File: config.mk
export PLATFORM = sky130hd
export DESIGN_NAME = serial_add
export DESIGN_NICKNAME = d
export VERILOG_FILES = /design/src/rtl/serial_add.sv
export SDC_FILE = /design/constraint.sdc
export NUM_CORES = 1
export LEC_CHECK = 0
export CAP_MARGIN = 20
export CELL_PAD_IN_SITES_DETAIL_PLACEMENT = 1
export CELL_PAD_IN_SITES_GLOBAL_PLACEMENT = 2
export CORE_MARGIN = 3
export CORE_UTILIZATION = 29
export DETAILED_ROUTE_END_ITERATION = 6
export PLACE_DENSITY_LB_ADDON = 0.3
export SKIP_LAST_GASP = 1
export SYNTH_ARGS = -nofsm -noshare
export SYNTH_HDL_FRONTEND = slang
export SYNTH_SLANG_ARGS = --single-unit
File: constraint.sdc
create_clock -name clk -period 1.42 [get_ports clk]
set_input_delay 0.142 -clock clk [delete_from_list [all_inputs] [get_ports clk]]
set_output_delay 0.142 -clock clk [all_outputs]
set_load 0.05 [all_outputs]
File: src/rtl/serial_add.sv
// serial_add: bit-serial add/sub, LSB first, one full-add cell; in clk, reset_n, start, sub, cin, a, b; out busy, done, s, cout, plus ovf when SERIAL_ADD_OVF_EN is defined
module serial_add #(
    parameter int WIDTH = 8
) (
    input  logic             clk,
    input  logic             reset_n,
    input  logic             start,
    input  logic             sub,
    input  logic             cin,
    input  logic [WIDTH-1:0] a,
    input  logic [WIDTH-1:0] b,
    output logic             busy,
    output logic             done,
    output logic [WIDTH-1:0] s,
    output logic             cout
`ifdef SERIAL_ADD_OVF_EN
    ,
    output logic             ovf
`endif
);
    localparam int CW = $clog2(WIDTH + 1);
    typedef enum logic [1:0] {S_IDLE, S_RUN, S_DONE} state_t;
    state_t state;
    logic [WIDTH-1:0] ra, rb;
    logic [CW-1:0] cnt;
    logic sub_q, carry, bx, sum, maj;
    assign bx  = rb[0] ^ sub_q;
    assign sum = ra[0] ^ bx ^ carry;
    assign maj = (ra[0] & bx) | (ra[0] & carry) | (bx & carry);
    always_ff @(posedge clk or negedge reset_n) begin
        if (!reset_n) begin
            state <= S_IDLE;
            busy  <= 1'b0;
            done  <= 1'b0;
            s     <= '0;
            cout  <= 1'b0;
            ra    <= '0;
            rb    <= '0;
            cnt   <= '0;
            sub_q <= 1'b0;
            carry <= 1'b0;
`ifdef SERIAL_ADD_OVF_EN
            ovf   <= 1'b0;
`endif
        end else if (state == S_RUN) begin
            ra    <= {sum, ra[WIDTH-1:1]};
            rb    <= rb >> 1;
            carry <= maj;
            cnt   <= cnt + CW'(1);
            if (cnt == CW'(WIDTH - 1)) begin
                state <= S_DONE;
                busy  <= 1'b0;
                done  <= 1'b1;
                s     <= {sum, ra[WIDTH-1:1]};
                cout  <= maj;
`ifdef SERIAL_ADD_OVF_EN
                ovf   <= carry ^ maj;
`endif
            end
        end else if (start) begin
            state <= S_RUN;
            busy  <= 1'b1;
            done  <= 1'b0;
            ra    <= a;
            rb    <= b;
            sub_q <= sub;
            carry <= cin ^ sub;
            cnt   <= '0;
        end else begin
            state <= S_IDLE;
            done  <= 1'b0;
        end
    end
endmodule

# == Yosys cells after proc, flatten, opt, wreduce, memory -nomap -nowiden ==
# Cells that the tools add are included.
# op_classes
add_sub_neg,1
eq_ne,3
muxes,16
bitwise_logic,10
reduce_logical,4
# ops
cell,count
8-bit 2-to-1 mux,4
1-bit 2-to-1 mux,8
4-bit 2-to-1 mux,2
2-bit AND reduction,3
"4-bit by 1-bit adder with 4-bit output, second input constant",1
"4-bit by 3-bit == test with 1-bit output, second input constant",1
2-bit 2-to-1 mux,2
1-bit bitwise XOR,4
1-bit AND,3
"2-bit by 1-bit == test with 1-bit output, second input constant",1
"2-bit by 1-bit != test with 1-bit output, second input constant",1
1-bit bitwise OR,2
2-bit nonzero test,1
1-bit NOT,1
# word_totals
ff_bits,35
in_bits,21
output_inout_bits,11
word_cells,44

# == Depth between registers and ports, before layout ==
# Gate-level depths: netlist (run 1).
# depth
depth_word,5
depth_mapped,5
mapped_depth_nobuf,4

# == Least setup slack after synthesis (run 1) ==
# No wires, ideal clock.
# synth_path
path_kind,reg2reg
startpoint,reg done (netlist name)
endpoint,reg s[2]
setup_ns,0.125
arrival_time_ns,1.559
required_ns,1.295
setup_slack_ns,-0.264
stages_incl_launch_ff,6
n_path_buf,2
period_less_slack_ns,1.684
cell_sequence,dfrtp_1 nand2b_4 buf_6 nor3_4 buf_6 mux2_4
# synth_lines
element,line_no,text
"end signal, assigned",54,"s <= {sum, ra[WIDTH-1:1]};"
"end, declared",14,"output logic [WIDTH-1:0] s,"

# == Worst setup path after layout (run 1) ==
# layout_path
startpoint,reg cnt[1]
endpoint,reg s[3]
# layout_between
elab_chain_len,2
# layout_lines
element,line_no,text
"start, declared",25,logic [CW-1:0] cnt;
"start signal, assigned",49,cnt <= cnt + CW'(1);
4-bit by 3-bit == test with 1-bit output,50,if (cnt == CW'(WIDTH - 1)) begin
2-bit AND reduction (no source line),-,
# No other way between the ends.
# A chain may end at the register's enable or synchronous reset.

==> flow_summary.toml, run 1 <==
[power_and_ir_drop]
power_frac_seq_pct = 36.3
swShare_pct = 40.5
p_clk_share_pct = 15.3
pwr-share-comb_pct = 48.4
peakVddDrop_mv = 0.610
p_int_w = 0.00286
switchingPower_w = 0.00195
power.density_nw_per_um2 = 2270
p_leak_nw = 0.976

[timing]
fin_skew_ns = 0.00485
final-setup-viol-count = 0
hold_violations = 0
rsz0062_at_grt = "yes"
worst_pin_slew_ns = 0.571
relSlewSlack_pct = 61.9
fmax_mhz = 708
period_needed_ns = 1.41
hold-worst-slack_ns = 0.402
setup_tns_ns = 0
slew_viol_final = 0
min_period_over_period_pct = 99.5

[floorplan]
num_rows = 26
pin_count = 32
start_util_pct = 30.2
die-width_microns = 79.2
core_area_sq_um = 5140
die_area_sq_um = 6270
die_h_microns = 79.2

[synthesis]
synth_area_per_cell_sq_um = 11.9
yosysWarnings = 0
syn-num-nets = 154
syn_area_sq_um = 1550
yosysUniqueCellTypes = 25
seq_area_frac_synth_pct = 54.8
ys_seq_elements = 34
synth_edf_count = 0
async_flop_share_pct = 100
ys.flop_type = "dfrtp_1"
syn-instance-count = 131

[setup_path]
worstSetupPathType = "register to register"
cp-start-kind = "register"
crit_required_ns = 1.59
crit_arrival_ns = 1.58
critPathMaxFanout = 8
cp-end-kind = "register"

[cts]
cts_tree = "yes"
cts_buffer_depth = 2
cts-buffers-inserted = 5
clock_sinks = 34
clkTransAtPathRegs_ns = 0.07
cts_root_buf = "clkbuf_8"
insertion_delay_ns = 0.28
ctsHtreeMaxLevel = 2

[placement]
io_buffers = 31
dp_cells = 235
post-dp-hpwl_microns = 2600
dpl_cell_area_sq_um = 1990
finalWeightedCongestion = 0.764

[global_route]
grt_pass1_wl_microns = 5870
grtUsageTotal_pct = 12.4
grt_max_degree = 25
antenna_found_initial = 0
grt_pass1_vias = 1214
grt_overflow = 0

[route]
ant_nets = 0
drtPass1Iterations = 3
wl_per_cell_microns = 14.3
first_iter_violations = 15
dr_total_vias = 1097
vias_per_cell = 4.48
totalWireLength_microns = 3510
drc = 0

[layout]
antennaDiodeCount = 0
layout_common_cells = "dfrtp_1, buf_4, clkdlybuf4s50_1"
fin_util_pct = 41.3
area_growth_syn_to_layout_pct = 36.5
final_cell_area_sq_um = 2120
nFillCells = 587
drive_above_1_share_pct = 28.0
final_common_cell = "dfrtp_1"
final_cells = 245
finalNetCount = 197

[worst_hold_path]
hp-class = "primary input to async pin"

[run]
maxCapViolations = 0

[outcome]
status = "finished clean"
power groups by stage:
| stage | logic [W] | registers (W) | clock network, W |
|---|---|---|---|
| after floorplan | 0.00110 | 0.00217 | 0 |
| after global placement | 0.00223 | 0.00174 | 0 |
| after detailed placement | 0.00230 | 0.00176 | 0 |
| after CTS | 0.00233 | 0.00174 | 0.000771 |
| after global routing | 0.00256 | 0.00181 | 0.000826 |
| final | 0.00233 | 0.00175 | 0.000736 |
cell usage after synthesis (all sizes together), types with 2 or more instances:
master / number / share of area, %
dfrtp: 34 / 55
o21ai: 17 / 5.5
mux2: 10 / 8.5
nand2: 19 / 4.6
nor2: 3 / 0.72
mux2i: 18 / 12
buf: 8 / 3.4
xnor2: 2 / 1.1
nand3b: 2 / 0.97
inv: 5 / 1.2
area by class of cell:
cell class                 instances  area [sq um]  area share (%)
sequential                        34           852            40.2
timing repair buffer              45           423            19.9
tap                               70          87.6            4.13
clock buffer                       7          86.3            4.07
inverter                           5          18.8           0.885
clock inverter                     1          5.00           0.236
multi-input combinational         83           648            30.6
per-layer routing:
layer  track usage, %  vias to the layer above  wire [microns]
li1                 -                      525               -
met1             15.3                      543            1520
met2             20.3                       22            1790
met3             4.20                        7             155
met4             4.12                        0              45
met5                0                        -               0
sequential cells by signal, indices dropped and copies added, names as in the netlist, 4 cells and up:
name / count
s: 8
ra: 8
rb: 8
cnt: 4
worst paths after layout:
kind	startpoint	to	slack (ns)	depth (start not counted)
setup reg to reg	cnt[1]	s[3]	0.008	5
min in group clk	b[7]	rb[7]	0.48	3
hold reg to reg	rb[4]	rb[3]	0.49	2
max in group asynchronous	reset_n	ra[1]	0.44	3
hold / removal	reset_n	state[0]	0.40	2
setup / recovery	cnt[1]	s[3]	0.008	5
metrics by stage:
stage	worst slack (ns)	total power, W
floorplan	-0.124	0.00327
global placement	0.0228	0.00397
detailed placement	-0.0286	0.00406
CTS	0.0134	0.00484
global route	-0.0645	0.00519
finish	0.00752	0.00482
critical path: stages, from the launching register on:
cell and delay, ns:
dfrtp_1 0.36, ha_2 0.19, nand2_2 0.06, nor3_4 0.22, buf_12 0.17, mux2_4 0.30
cells by family after synthesis:
logic type,count (synthesis),synth area share (%)
xor+xnor,3,1.69
fa+ha+maj,2,2.09
mux,28,20.0
buf+inv,14,4.83
flops,34,54.8
simple gates,30,9.90
compound gates,20,6.68
what timing repair did:
| item | CTS | global route |
|---|---|---|
| gates cloned | 0 | 0 |
| gates resized for setup | 0 | 5 |
| hold endpoints to repair | 23 | 0 |
| endpoints found under the setup margin | 7 | 9 |
| hold buffers | 1 | 0 |
| pin swaps | 1 | 3 |
| buffers inserted | 1 | 1 |
No activity file was read; power rests on OpenSTA's default activity.
==> run 2, diff against run 1 <==
--- a/config.mk
+++ b/config.mk
@@ -11,8 +11,8 @@
 export CORE_MARGIN = 3
 export CORE_UTILIZATION = 29
 export DETAILED_ROUTE_END_ITERATION = 6
+export HOLD_SLACK_MARGIN = 0.08
 export PLACE_DENSITY_LB_ADDON = 0.3
-export SKIP_LAST_GASP = 1
 export SYNTH_ARGS = -nofsm -noshare
 export SYNTH_HDL_FRONTEND = slang
 export SYNTH_SLANG_ARGS = --single-unit
==> results of run 2 <==
No change in the layout: final DEF, timing and power equal those of run 1.
==> RTL change, RTL diff (flow settings as in run 1) <==
Set the parameter `WIDTH` to 32 (it was 8).
--- a/src/rtl/serial_add.sv
+++ b/src/rtl/serial_add.sv
@@ -1,6 +1,6 @@
 // serial_add: bit-serial add/sub, LSB first, one full-add cell; in clk, reset_n, start, sub, cin, a, b; out busy, done, s, cout, plus ovf when SERIAL_ADD_OVF_EN is defined
 module serial_add #(
-    parameter int WIDTH = 8
+    parameter int WIDTH = 32
 ) (
     input  logic             clk,
     input  logic             reset_n,
Interface: changed (resized a, b and s); port bits go from 32 to 104. No check against the original RTL was run, so the function may have changed too.
==> RTL change against run 1 <==
The run now ends with setup timing left; synthesized area rose to 3.1 times the old value; hold slack worse by 0.088 ns; sequential share of layout area down 1.7 points; critical path type unchanged; total power rose to 3.1 times the old value; cell count rose to 3.1 times the old value; sequential power rose to 3.1 times the old value; wire length rose to 3.8 times the old value; combinational power rose to 2.9 times the old value; cell area rose to 3.3 times the old value; highest routed layer unchanged; sequential cell count up 74; setup slack worse by 0.18 ns.
==> RTL change: results (changes against run 1) <==
----------------------------------------------------
[Synth]
  Count of different cell masters after synthesis ... 31 (+24%)
  Largest cells by area after synthesis ... dfrtp_1 (56%), mux2i_1 (14%), mux2_4 (7.7%)
  Proportion of synthesized chip area in sequential cells ... 0.558 (+0.0103)
  Xor and xnor fraction of the mapped netlist area ... 0.00362 (-0.0133)
  Net Count, Synth ... 471 (+210%)
  Arithmetic-cell share of the synthesized area counting full adders, half adders and majority gates ... 0.00671 (-0.0142)
  Most used standard cells in the synthesized netlist ... dfrtp_1 (108), mux2i_1 (66), nand2_1 (66), o21ai_0 (63), mux2_4 (25)
  Synth Area in Compound Gates ... 0.0795 (+0.0127)
  Share of synthesized area spent on multiplexers ... 0.235 (+0.0343)

[Clock tree]
  Buffers inserted during post-CTS setup optimization ... 7 (+6)
  Root buf cell ... clkbuf_16
  Cts bufs inserted ... 9 (+4)
  Latest clock arrival within the worst-skew pair ... 0.35 ns (+0.07 ns)
  Number of resized instances in the post-cts repair step ... 9 (+9)

[Worst hold path]
  Class of the most critical hold timing path ... input pin to flip-flop

[Detailed routing]
  Drt initial violations ... 96 (+81)
  Total number of vias ... 3,527 (+220%)
  First-pass DRT Iterations ... 4 (+1)
  Detailed route wirelength on metal2 ... 6660 µm (+270%)
  Routed wl met3 ... 613 µm (+300%)
  Final Routed Wirelength ... 13,400 µm (+280%)

[Layout]
  Regs by FF count ... ra x32, rb x32, s x32
  Finished Core Util ... 0.436 (+0.0237)
  Fill cell instance count of the final layout ... 1,661 (+180%)
  Final #Nets ... 607 (+210%)

[Critical path]
  Capturing point of the worst reg2reg path ... s[20]
  CP Launch Point ... done
  Crit-path max cell delay ... 0.41 ns (+0.05 ns)
  Critical path fanouts, max ... 6 (-2)
  CP delay by family, top ... simple AND/OR/NAND/NOR gates
  Critical path data arrival time ... 1.83 ns (+0.25 ns)

[Placed design]
  Detail Placement HPWL ... 8430 µm (+220%)
  Final RePlAce weighted congestion ... 0.722 (-5.5%)
  Minimum setup slack after placement ... -0.181 ns (-0.152 ns)

[Global routing]
  Via count of the first global-routing pass ... 3,847 (+220%)
  Maximum number of pins on one net before global-route repair ... 53 (+110%)
  Number of antenna violations at the first check in global routing ... 0 (unchanged)
  Total global routing track utilization ... 0.143 (+0.0193)

[Pwr]
  Power in sequential cells ... 5.48 mW (+210%)
  Power attributed to combinational cells ... 6.84 mW (+190%)
  Power consumed by the clock network ... 2.45 mW (+230%)
  Leakage power ... 3.33 nW (+240%)
  Maximum vdd ir drop ... 870 µV (+43%)
  Internal ... 8.91 mW (+210%)

[Status]
  Result of the run ... finished, violations left
  Violations in the final reports ... setup timing

[STA]
  Final setup vio count ... 34 (+34)
  Clock skew after layout ... 0.00555 ns (+0.000699 ns)
  Final critical-path setup slack ... -0.175 ns (-0.182 ns)
  Least-Margin Pin Slew ... 0.439 ns (-0.132 ns)

----------------------------------------------------
## RTL change: layer usage
| layer | vias up | track usage |
|---|---|---|
| li1 | 1658 | - |
| met1 | 1782 | 0.179 |
| met2 | 77 | 0.244 |
| met3 | 10 | 0.0375 |
| met4 | 0 | 0.0426 |
| met5 | - | 0 |
## RTL change: logic make-up after synthesis
logic type	count (synthesis)
buf+inv	32
mux	100
xor+xnor	2
compound gates	73
fa+ha+maj	2
flops	108
simple gates	83
## RTL change: cell type report
| class | instances | area share |
|---|---|---|
| clock buffer | 11 | 0.0359 |
| timing repair buffer | 152 | 0.236 |
| inverter | 4 | 0.00214 |
| clock inverter | 5 | 0.00516 |
| sequential | 108 | 0.385 |
| tap | 216 | 0.0384 |
| multi-input combinational | 261 | 0.298 |
## RTL change: per-stage QoR
stage,hold slack (ns),TNS [ns],instances
after detailed placement,0.173,-5.15,716
final,0.314,-4.40,757
after CTS,0.307,-4.26,742
after global placement,0.165,-3.43,716
after global routing,0.340,-6.33,757
after floorplan,-0.154,-10.15,400
